## src/rtl/ahb_lite_pkg.sv

```systemverilog
// Shared AHB-Lite encodings and the controller state type for the
// block_ram responder.
package ahb_lite_pkg;

   // HTRANS encodings
   localparam logic [1:0] HTRANS_IDLE   = 2'b00;
   localparam logic [1:0] HTRANS_BUSY   = 2'b01;
   localparam logic [1:0] HTRANS_NONSEQ = 2'b10;
   localparam logic [1:0] HTRANS_SEQ    = 2'b11;

   // HSIZE encodings (anything above WORD is rejected)
   localparam logic [2:0] HSIZE_BYTE = 3'd0;
   localparam logic [2:0] HSIZE_HALF = 3'd1;
   localparam logic [2:0] HSIZE_WORD = 3'd2;

   // HRESP encodings
   localparam logic HRESP_OKAY  = 1'b0;
   localparam logic HRESP_ERROR = 1'b1;

   // Responder states: DATA is a zero-wait data phase, ERR1/ERR2 form the
   // two-cycle ERROR response.
   typedef enum logic [1:0] {
      ST_IDLE = 2'd0,
      ST_DATA = 2'd1,
      ST_ERR1 = 2'd2,
      ST_ERR2 = 2'd3
   } bram_state_e;

   // A transfer is live when HTRANS is NONSEQ or SEQ.
   function automatic logic htrans_active(input logic [1:0] htrans);
      return (htrans == HTRANS_NONSEQ) || (htrans == HTRANS_SEQ);
   endfunction

endpackage

```

## src/rtl/ahb_bram_ctrl_if.sv

```systemverilog
// AHB-Lite bus bundle between the matrix and the block_ram responder.
// HREADY is driven by the interconnect; it sits on the master side here.
interface ahb_bram_ctrl_if;
   logic        HSEL;
   logic [31:0] HADDR;
   logic [1:0]  HTRANS;
   logic        HWRITE;
   logic [2:0]  HSIZE;
   logic [31:0] HWDATA;
   logic        HREADY;
   logic [31:0] HRDATA;
   logic        HREADYOUT;
   logic        HRESP;

   modport master (
      output HSEL, HADDR, HTRANS, HWRITE, HSIZE, HWDATA, HREADY,
      input  HRDATA, HREADYOUT, HRESP
   );

   modport slave (
      input  HSEL, HADDR, HTRANS, HWRITE, HSIZE, HWDATA, HREADY,
      output HRDATA, HREADYOUT, HRESP
   );
endinterface

```

## src/rtl/bram_byte_merge.sv

```systemverilog
// Combinational byte-lane merge: lanes with mask set take the new word,
// the rest keep the old word read from the RAM.
module bram_byte_merge (
   input  logic [31:0] old_word,
   input  logic [31:0] new_word,
   input  logic [3:0]  mask,
   output logic [31:0] merged
);

   genvar gi;
   generate
      for (gi = 0; gi < 4; gi++) begin : g_lane
         // One 8-bit lane select per mask bit
         assign merged[gi*8 +: 8] = mask[gi] ? new_word[gi*8 +: 8] : old_word[gi*8 +: 8];
      end
   endgenerate

endmodule

```

## src/rtl/ahb_bram_ctrl.sv

```systemverilog
// AHB-Lite responder in front of a 32-bit block_ram (registered read address,
// no byte enables). Sub-word writes are merged with the old word in the data
// phase, so every transfer completes with zero wait states. Misaligned or
// oversize transfers get a two-cycle ERROR and never write the RAM.
// Optional feature macro: BRAM_WPROT_EN -- writes to words below WPROT_WORDS
// are answered with ERROR (protects the preloaded code image).
module ahb_bram_ctrl
   import ahb_lite_pkg::*;
#(
   parameter int          MEMWIDTH    = 10,
   parameter int unsigned WPROT_WORDS = 64
) (
   input  logic                HCLK,
   input  logic                HRESETn,
   ahb_bram_ctrl_if.slave      ahb,
   output logic [MEMWIDTH-3:0] ram_awrite,
   output logic [MEMWIDTH-3:0] ram_aread,
   output logic [31:0]         ram_din,
   output logic                ram_we,
   input  logic [31:0]         ram_dout
);

   localparam int AW = MEMWIDTH - 2;

   bram_state_e   state_q, state_d;
   logic [AW-1:0] addr_q, addr_d;
   logic          write_q, write_d;
   logic [3:0]    mask_q, mask_d;
   logic          hreadyout_q, hreadyout_d;
   logic          hresp_q, hresp_d;

   logic [AW-1:0] haddr_word;
   logic          accept;
   logic          size_err;
   logic          prot_err;
   logic          xfer_err;
   logic [3:0]    lane_mask;

   // Address bits above the decoded window and HTRANS[0] carry no meaning here
   logic unused_bits;
   assign unused_bits = ^{ahb.HADDR[31:MEMWIDTH], ahb.HTRANS[0]};

   assign haddr_word = ahb.HADDR[MEMWIDTH-1:2];
   assign accept     = ahb.HSEL && ahb.HREADY && htrans_active(ahb.HTRANS);

   // Alignment / size legality of the address-phase request
   always_comb begin
      size_err = 1'b0;
      if (ahb.HSIZE > HSIZE_WORD)
         size_err = 1'b1;
      else if ((ahb.HSIZE == HSIZE_WORD) && (ahb.HADDR[1:0] != 2'b00))
         size_err = 1'b1;
      else if ((ahb.HSIZE == HSIZE_HALF) && ahb.HADDR[0])
         size_err = 1'b1;
   end

`ifdef BRAM_WPROT_EN
   // Writes into the protected low region are refused
   assign prot_err = ahb.HWRITE &&
                     ({{(32-AW){1'b0}}, haddr_word} < WPROT_WORDS);
`else
   logic unused_wprot;
   assign unused_wprot = (WPROT_WORDS == 32'd0);
   assign prot_err     = 1'b0;
`endif

   assign xfer_err = size_err || prot_err;

   // Byte lanes touched by the request
   always_comb begin
      lane_mask = 4'hF;
      case (ahb.HSIZE)
         HSIZE_BYTE: lane_mask = 4'b0001 << ahb.HADDR[1:0];
         HSIZE_HALF: lane_mask = 4'b0011 << {ahb.HADDR[1], 1'b0};
         default:    lane_mask = 4'hF;
      endcase
   end

   // Next-state, captured address-phase info and registered bus responses
   always_comb begin
      state_d = state_q;
      addr_d  = addr_q;
      write_d = write_q;
      mask_d  = mask_q;
      if (state_q == ST_ERR1) begin
         // Second ERROR cycle always follows; the bus is stalled meanwhile
         state_d = ST_ERR2;
         write_d = 1'b0;
      end else if (accept) begin
         state_d = xfer_err ? ST_ERR1 : ST_DATA;
         addr_d  = haddr_word;
         write_d = ahb.HWRITE && !xfer_err;
         mask_d  = xfer_err ? 4'h0 : lane_mask;
      end else begin
         state_d = ST_IDLE;
         write_d = 1'b0;
      end
      hreadyout_d = (state_d != ST_ERR1);
      hresp_d     = ((state_d == ST_ERR1) || (state_d == ST_ERR2)) ? HRESP_ERROR : HRESP_OKAY;
   end

   // State and response registers, cleared asynchronously
   always_ff @(posedge HCLK or negedge HRESETn) begin
      if (!HRESETn) begin
         state_q     <= ST_IDLE;
         addr_q      <= '0;
         write_q     <= 1'b0;
         mask_q      <= 4'h0;
         hreadyout_q <= 1'b1;
         hresp_q     <= HRESP_OKAY;
      end else begin
         state_q     <= state_d;
         addr_q      <= addr_d;
         write_q     <= write_d;
         mask_q      <= mask_d;
         hreadyout_q <= hreadyout_d;
         hresp_q     <= hresp_d;
      end
   end

   // While the bus is stalled the RAM keeps reading the captured word, so the
   // old word for a merge is always at ram_dout during the data phase.
   assign ram_aread  = ahb.HREADY ? haddr_word : addr_q;
   assign ram_awrite = addr_q;
   assign ram_we     = (state_q == ST_DATA) && write_q;

   bram_byte_merge u_merge (
      .old_word (ram_dout),
      .new_word (ahb.HWDATA),
      .mask     (mask_q),
      .merged   (ram_din)
   );

   assign ahb.HRDATA    = ram_dout;
   assign ahb.HREADYOUT = hreadyout_q;
   assign ahb.HRESP     = hresp_q;

endmodule

```

## src/flat_wrapper.sv

```systemverilog
// flat-port wrapper written by rule: the top's interface ports become plain ports
module ahb_bram_ctrl_flat import ahb_lite_pkg::*;
#(
   parameter int          MEMWIDTH    = 10,
   parameter int unsigned WPROT_WORDS = 64
)
  (HCLK, HRESETn, ram_awrite, ram_aread, ram_din, ram_we, ram_dout, ahb_HSEL, ahb_HADDR, ahb_HTRANS, ahb_HWRITE, ahb_HSIZE, ahb_HWDATA, ahb_HREADY, ahb_HRDATA, ahb_HREADYOUT, ahb_HRESP);
  ahb_bram_ctrl_if ahb_i ();
  input  logic HCLK;
  input  logic HRESETn;
  output logic [MEMWIDTH-3:0] ram_awrite;
  output logic [MEMWIDTH-3:0] ram_aread;
  output logic [31:0] ram_din;
  output logic ram_we;
  input  logic [31:0] ram_dout;
  input wire logic [$bits(ahb_i.HSEL)-1:0] ahb_HSEL;
  input wire logic [$bits(ahb_i.HADDR)-1:0] ahb_HADDR;
  input wire logic [$bits(ahb_i.HTRANS)-1:0] ahb_HTRANS;
  input wire logic [$bits(ahb_i.HWRITE)-1:0] ahb_HWRITE;
  input wire logic [$bits(ahb_i.HSIZE)-1:0] ahb_HSIZE;
  input wire logic [$bits(ahb_i.HWDATA)-1:0] ahb_HWDATA;
  input wire logic [$bits(ahb_i.HREADY)-1:0] ahb_HREADY;
  output wire logic [$bits(ahb_i.HRDATA)-1:0] ahb_HRDATA;
  output wire logic [$bits(ahb_i.HREADYOUT)-1:0] ahb_HREADYOUT;
  output wire logic [$bits(ahb_i.HRESP)-1:0] ahb_HRESP;
  assign ahb_i.HSEL = ahb_HSEL;
  assign ahb_i.HADDR = ahb_HADDR;
  assign ahb_i.HTRANS = ahb_HTRANS;
  assign ahb_i.HWRITE = ahb_HWRITE;
  assign ahb_i.HSIZE = ahb_HSIZE;
  assign ahb_i.HWDATA = ahb_HWDATA;
  assign ahb_i.HREADY = ahb_HREADY;
  assign ahb_HRDATA = ahb_i.HRDATA;
  assign ahb_HREADYOUT = ahb_i.HREADYOUT;
  assign ahb_HRESP = ahb_i.HRESP;
  ahb_bram_ctrl #(.MEMWIDTH(MEMWIDTH), .WPROT_WORDS(WPROT_WORDS)) u_core (.HCLK(HCLK), .HRESETn(HRESETn), .ahb(ahb_i), .ram_awrite(ram_awrite), .ram_aread(ram_aread), .ram_din(ram_din), .ram_we(ram_we), .ram_dout(ram_dout));
endmodule
```

## config.mk

```make
export PLATFORM = sky130hd
export DESIGN_NAME = ahb_bram_ctrl_flat
export DESIGN_NICKNAME = d
export VERILOG_FILES = /design/src/rtl/ahb_lite_pkg.sv /design/src/rtl/ahb_bram_ctrl_if.sv /design/src/rtl/bram_byte_merge.sv /design/src/rtl/ahb_bram_ctrl.sv /design/src/flat_wrapper.sv
export SDC_FILE = /design/constraint.sdc
export NUM_CORES = 1
export LEC_CHECK = 0
export CAP_MARGIN = 0
export CORE_ASPECT_RATIO = 0.5
export CORE_MARGIN = 1
export CORE_UTILIZATION = 30
export DETAILED_ROUTE_END_ITERATION = 6
export PLACE_DENSITY = 0.9
export SYNTH_ARGS = -nofsm -noshare
export SYNTH_HDL_FRONTEND = slang
export SYNTH_HIERARCHICAL = 1
export SYNTH_SLANG_ARGS = --single-unit
```

## constraint.sdc

```tcl
create_clock -name HCLK -period 2.1 [get_ports HCLK]
set_input_delay 0.21 -clock HCLK [delete_from_list [all_inputs] [get_ports HCLK]]
set_output_delay 0.21 -clock HCLK [all_outputs]
set_load 0.03 [all_outputs]
```

==> reports/results.ini, run 1 <==
[status]
outcome = completed

[yosys]
ys_seq_area_share_pct = 26.29
synth_top_family_by_area = multiplexers
synth_area_sq_um = 1623
synth_seq_cells = 17
synth_xor_area_share_pct = 0
synth.mux.area_fraction_pct = 41.63
syn-mean-instance-area_sq_um = 12.29
synthAdderAreaFrac_pct = 0
synth-simple-area-share_pct = 7.556
synth_fp_nets = 238
synth_compound_area_share_pct = 6.399
synth_cell_types = 27
ys_warn_count = 6
syn_inst = 132

[placement]
place_area_sq_um = 3077
post-dp-hpwl_um = 4330
port_buffers = 165
routabilityCongestion = 0.7385
dp.cells = 331

[clock_tree]
cts_tree = done
cts_htree_levels = 1
cts_resized = 1
insertion_delay_ns = 0.25
cts_root_buf = clkbuf_8
cts_setup_buffers = 0
cts.sinks = 17
cts_buffers = 3
cts_buffer_depth = 2
ctsHoldBuffers = 0
clk_pin_slew_ns = 0.06

[sta]
rsz0062_at_grt = false
tns_ns = 0
finalHoldViolations = 0
min_period_over_period_pct = 96.20
maxSlewViolCount = 0
skew_ns = 0.004290
period_needed_ns = 2.020
setup_viol = 0
max_slew_margin_pct = 50.77
worstMarginPinSlew_ns = 0.7361
fmax_mhz = 495.0

[drt]
drtIter0Drc = 39
wirelength_um = 5128
post_drt_wl_per_cell_um = 15.31
viasPerCell = 4.510
drt_first_pass_iters = 4
drc = 0
ant_nets = 0
vias = 1511

[floorplan]
initial_utilization_pct = 32.02
dieArea_sq_um = 5725
die_w_um = 106.0
die_y_um = 54.01
io_pins = 189
core-area_sq_um = 5067
rows = 18

[pwr]
p_sw_share_pct = 42.21
p_int_uw = 1494
clock_power_share_pct = 9.2
pwr-share-comb_pct = 67.0
powerDensity_nw_per_um2 = 826.8
seq_power_share_pct = 23.7
peakVddDrop_mv = 0.6851
switching_power_uw = 1091
leakagePower_uw = 0.001268

[setup_path]
worstSetupStartpointType = input port
crit_fanout = 11
path_buf_inv = 3
crit_path_end_kind = primary output
r2r_slack_ns = 0.85
cp.required_ns = 1.89
path_class = input port to primary output
arrival_ns = 1.81
crit_slowest_cell = clkdlybuf4s50_1
cpMostUsedCell = clkdlybuf4s50_1
path_delay_family = buffers and inverters
path_cells = clkdlybuf4s50_1 > buf_4 > mux2_2 > clkdlybuf4s50_1
slowest_delay_ns = 0.59

[global_routing]
track_usage_pct = 16.49
antenna_found_initial = 0
grt_max_degree = 18
grt_pass1_vias = 1536
globalRoute.totalOverflow = 0
grt_pass1_wl_um = 7314

[cells_and_area]
final_cell_mix = clkdlybuf4s50_1, mux2_4, mux2_2, dfrtp_1, o21ai_0
nNetsFinal = 372
num-fill-cells = 412
final_cells = 335
area_growth_pct = 92.68
final_core_util_pct = 61.70
antenna_cells = 0
layout-drive-gt1-share_pct = 25.28
final_common_cell = clkdlybuf4s50_1
final_design_area_no_fill_sq_um = 3127

[hold_path]
hold_class = input port to asynchronous set/reset pin

[flow_run]
maxCapViolations = 0

-- through the flow --
stage	setup slack (ns)	power, uW	hold slack (ns)
after floorplan	0.9579	1685	-0.08559
after global placement	0.08416	2318	0.5156
after detailed placement	0.08079	2352	0.5222
after CTS	0.003547	2603	0.4271
after global routing	0.02272	2698	0.4698
final	0.07974	2585	0.3954
-- layer usage --
| layer | vias up | part of all wire [%] | global-route usage [%] |
|---|---|---|---|
| met2 | 62 | 55 | 34.31 |
| met3 | 2 | 5.3 | 3.995 |
| met5 | - | 0 | 0 |
| met1 | 736 | 39 | 17.58 |
| li1 | 711 | - | - |
| met4 | 0 | 0.23 | 3.241 |
-- cells in the mapped netlist, drive strengths merged --
master	instances	area, sq um
a2111oi	1	8.760
a21boi	1	7.510
a41o	2	22.52
and2	1	6.260
and3b	1	10.01
buf	37	290.3
dfrtp	16	400.4
dfstp	1	26.28
inv	1	3.750
mux2	49	675.7
nand2	1	3.750
nand2b	2	20.02
nand3	1	17.52
nand3b	1	11.26
nor2	3	27.53
nor2b	1	13.76
nor3	1	5.000
o21a	1	7.510
o21ai	7	35.03
o31ai	3	22.52
or2b	1	7.510
-- cell type report --
class / count / area (sq um) / area share [%]
repair buffers: 166 / 1657 / 52.98
clock buffers: 4 / 45.04 / 1.441
well taps: 70 / 87.58 / 2.801
inverters: 1 / 3.754 / 0.1200
flip-flops and latches: 17 / 431.7 / 13.81
multi-input cells: 77 / 902.1 / 28.85
-- cell families (layout without fill, tap and decap cells) --
kind of cell	after synthesis	in the layout
AOI/OAI and AO/OA	15	15
buffers and inverters	38	171
DFF	17	17
muxes	49	49
and+or+nand+nor	13	13
-- sequential cells by signal, indices dropped and copies added, names as in the netlist --
| signal | cells |
|---|---|
| u_core/ahb.HREADYOUT | 1 |
| u_core/ahb.HRESP | 1 |
| u_core/mask_q | 4 |
| u_core/ram_awrite | 8 |
| u_core/state_q | 2 |
| u_core/write_q | 1 |
-- power groups by stage --
stage          sequential, uW  clock (uW)  combinational, uW
2_1_floorplan             698           0                987
3_3_place_gp              605           0               1710
3_5_place_dp              615           0               1740
4_1_cts                   615         244               1740
5_1_grt                   637         260               1800
6_report                  614         239               1730
-- final timing paths --
path,from,end,cells past startpoint
worst max-delay path,ahb_HREADY,ram_aread[3],4
worst min-delay path,HRESETn,u_core/ram_awrite[2]$_DFFE_PN0P_,1
worst max register to register,u_core/state_q[1]$_DFF_PN0_,u_core/ram_awrite[5]$_DFFE_PN0P_,3
worst min register to register,u_core/ram_awrite[1]$_DFFE_PN0P_,u_core/ram_awrite[1]$_DFFE_PN0P_,1
max in group asynchronous,HRESETn,u_core/mask_q[3]$_DFFE_PN0P_,1
min in group HCLK,ahb_HWRITE,u_core/write_q$_DFF_PN0_,3
Power figures use the tool's default switching activity.
==> inputs of run 2 (changes only) <==
==> constraint.sdc (replaced) <==
create_clock -name HCLK -period 2.5 [get_ports HCLK]
set_input_delay 0.25 -clock HCLK [delete_from_list [all_inputs] [get_ports HCLK]]
set_output_delay 0.25 -clock HCLK [all_outputs]
set_load 0.03 [all_outputs]
==> reports/results.ini, run 2 (synthesis gave the netlist of run 1 again) <==
[status]
outcome = completed

[sta]
period_needed_ns = 2.116
finalHoldViolations = 0  ; unchanged
worstMarginPinSlew_ns = 0.7420  ; +0.005847 ns
skew_ns = 0.006357  ; +0.002067 ns
whs_ns = 0.4373  ; +0.04189 ns
max_slew_margin_pct = 50.38  ; -0.39 points
min_period_over_period_pct = 84.65
maxSlewViolCount = 0  ; unchanged
tns_ns = 0  ; unchanged
setup_viol = 0  ; unchanged
fmax_mhz = 472.6
rsz0062_at_grt = false

[pwr]
seq_power_share_pct = 23.6  ; about the same
powerDensity_nw_per_um2 = 696.7  ; -16%
pwr-share-comb_pct = 67.1  ; about the same
peakVddDrop_mv = 0.5664  ; -17%
clock_power_share_pct = 9.3  ; about the same
p_sw_share_pct = 42.50  ; +0.30 points
switching_power_uw = 925.5  ; -15%
finalPower_uw = 2177  ; -16%
leakagePower_uw = 0.001276  ; +0.62%
p_int_uw = 1252  ; -16%

[cells_and_area]
regArea_sq_um = 426.7  ; -1.2%
layout-drive-gt1-share_pct = 23.77  ; -1.5 points
final_common_cell = clkdlybuf4s50_1
largest_register_ffs = 8  ; unchanged
antenna_cells = 0  ; unchanged
area_growth_pct = 92.60  ; about the same
nNetsFinal = 372  ; unchanged
multi_input_area_sq_um = 902.1  ; unchanged
num-fill-cells = 419  ; +1.7%
final_cell_mix = clkdlybuf4s50_1, mux2_4, mux2_2, dfrtp_1, o21ai_0

[setup_path]
startpoint = ahb_HREADY
cpMostUsedCell = clkdlybuf4s50_1
reg2reg_from = u_core/state_q[1]$_DFF_PN0_
path_class = input port to primary output
crit_slowest_cell = clkdlybuf4s50_1
cp.required_ns = 2.25  ; +0.36 ns
path_buf_inv = 3  ; unchanged
crit_fanout = 11  ; unchanged
path_cells = clkdlybuf4s50_1 > buf_4 > mux2_2 > clkdlybuf4s50_1
path_delay_family = buffers and inverters
slowest_delay_ns = 0.60  ; about the same
r2r_slack_ns = 1.25  ; +0.40 ns
crit_path_end_kind = primary output
worstSetupStartpointType = input port
arrival_ns = 1.87  ; +0.06 ns

[floorplan]
die_y_um = 54.01  ; unchanged
core-area_sq_um = 5067  ; unchanged
die_w_um = 106.0  ; unchanged
dieArea_sq_um = 5725  ; unchanged
io_pins = 189  ; unchanged
initial_utilization_pct = 32.02  ; unchanged
rows = 18  ; unchanged

[global_routing]
met2_usage_pct = 35.95  ; +1.6 points
grt_max_degree = 18  ; unchanged
antenna_found_initial = 0  ; unchanged
grt_pass1_wl_um = 7783  ; +6.4%
grt_pass1_vias = 1547  ; +0.72%
globalRoute.totalOverflow = 0  ; unchanged
track_usage_pct = 17.45  ; +0.97 points
met3_usage_pct = 2.300  ; -1.7 points
top_usage_layer = met2
grtUsageMet1_pct = 20.43  ; +2.9 points

[placement]
post-dp-hpwl_um = 4495  ; +3.8%
routabilityCongestion = 0.7404  ; +0.26%
port_buffers = 165  ; unchanged

[clock_tree]
cts_resized = 0  ; -1
cts_tree = done
cts_buffer_depth = 2  ; unchanged
cts_setup_buffers = 0  ; unchanged
cts_htree_levels = 1  ; unchanged
cts_buffers = 3  ; unchanged
cts.sinks = 17  ; unchanged
clk_pin_slew_ns = 0.07  ; about the same
cts_root_buf = clkbuf_8
ctsHoldBuffers = 0  ; unchanged
insertion_delay_ns = 0.25  ; about the same

[drt]
wirelength_um = 5285  ; +3.1%
viasPerCell = 4.460  ; -1.1%
ant_nets = 0  ; unchanged
vias = 1494  ; -1.1%
drtIter0Drc = 27  ; -31%
drc = 0  ; unchanged
post_drt_wl_per_cell_um = 15.78  ; +3.1%
drt_first_pass_iters = 4  ; unchanged

[flow_run]
maxCapViolations = 0  ; unchanged

[hold_path]
hold_class = input port to asynchronous set/reset pin

run 2: cell count changes in the layout (fill, tap and decap cells not counted), sizes merged:
| cell | delta |
|---|---|
| clkbuf | -1 |
| clkdlybuf4s50 | +1 |
| clkinv | +1 |
| buf | -1 |
run 2: final timing paths:
kind	end	cells past startpoint
min in group HCLK	u_core/ram_awrite[1]$_DFFE_PN0P_	1
max in group asynchronous	u_core/ahb.HRESP$_DFF_PN0_	1
worst max-delay path	ram_aread[2]	4
worst min register to register	u_core/ram_awrite[1]$_DFFE_PN0P_	1
worst min-delay path	u_core/mask_q[0]$_DFFE_PN0P_	1
worst max register to register	u_core/ram_awrite[5]$_DFFE_PN0P_	3
run 2: layout make-up:
class                      count  share of cell area [%]
timing repair buffer         166                   53.08
multi-input combinational     77                   28.86
sequential                    17                   13.65
tap                           70                   2.802
clock buffer                   3                   1.321
clock inverter                 1                  0.1601
inverter                       1                  0.1201
run 2: power by group through the flow:
stage	clock (uW)	combinational (uW)	sequential, uW
after floorplan	0	829	586
after global placement	0	1440	508
after detailed placement	0	1460	516
after CTS	212	1470	515
after global routing	224	1520	533
final	202	1460	514
run 2: per-layer routing:
layer	vias to the layer above	part of all wire, %
li1	708	-
met1	742	41
met2	44	56
met3	0	3.0
met4	0	0
met5	-	0
run 2: through the flow:
| stage | instance area [sq um] | cells | utilization [%] | worst slack (ns) |
|---|---|---|---|---|
| floorplan | 1623 | 132 | - | 1.358 |
| global placement | 3079 | 331 | 60.77 | 0.3923 |
| detailed placement | 3079 | 331 | 60.77 | 0.3908 |
| CTS | 3126 | 335 | 61.68 | 0.3560 |
| global route | 3126 | 335 | 61.68 | 0.3009 |
| finish | 3126 | 335 | 61.68 | 0.3838 |
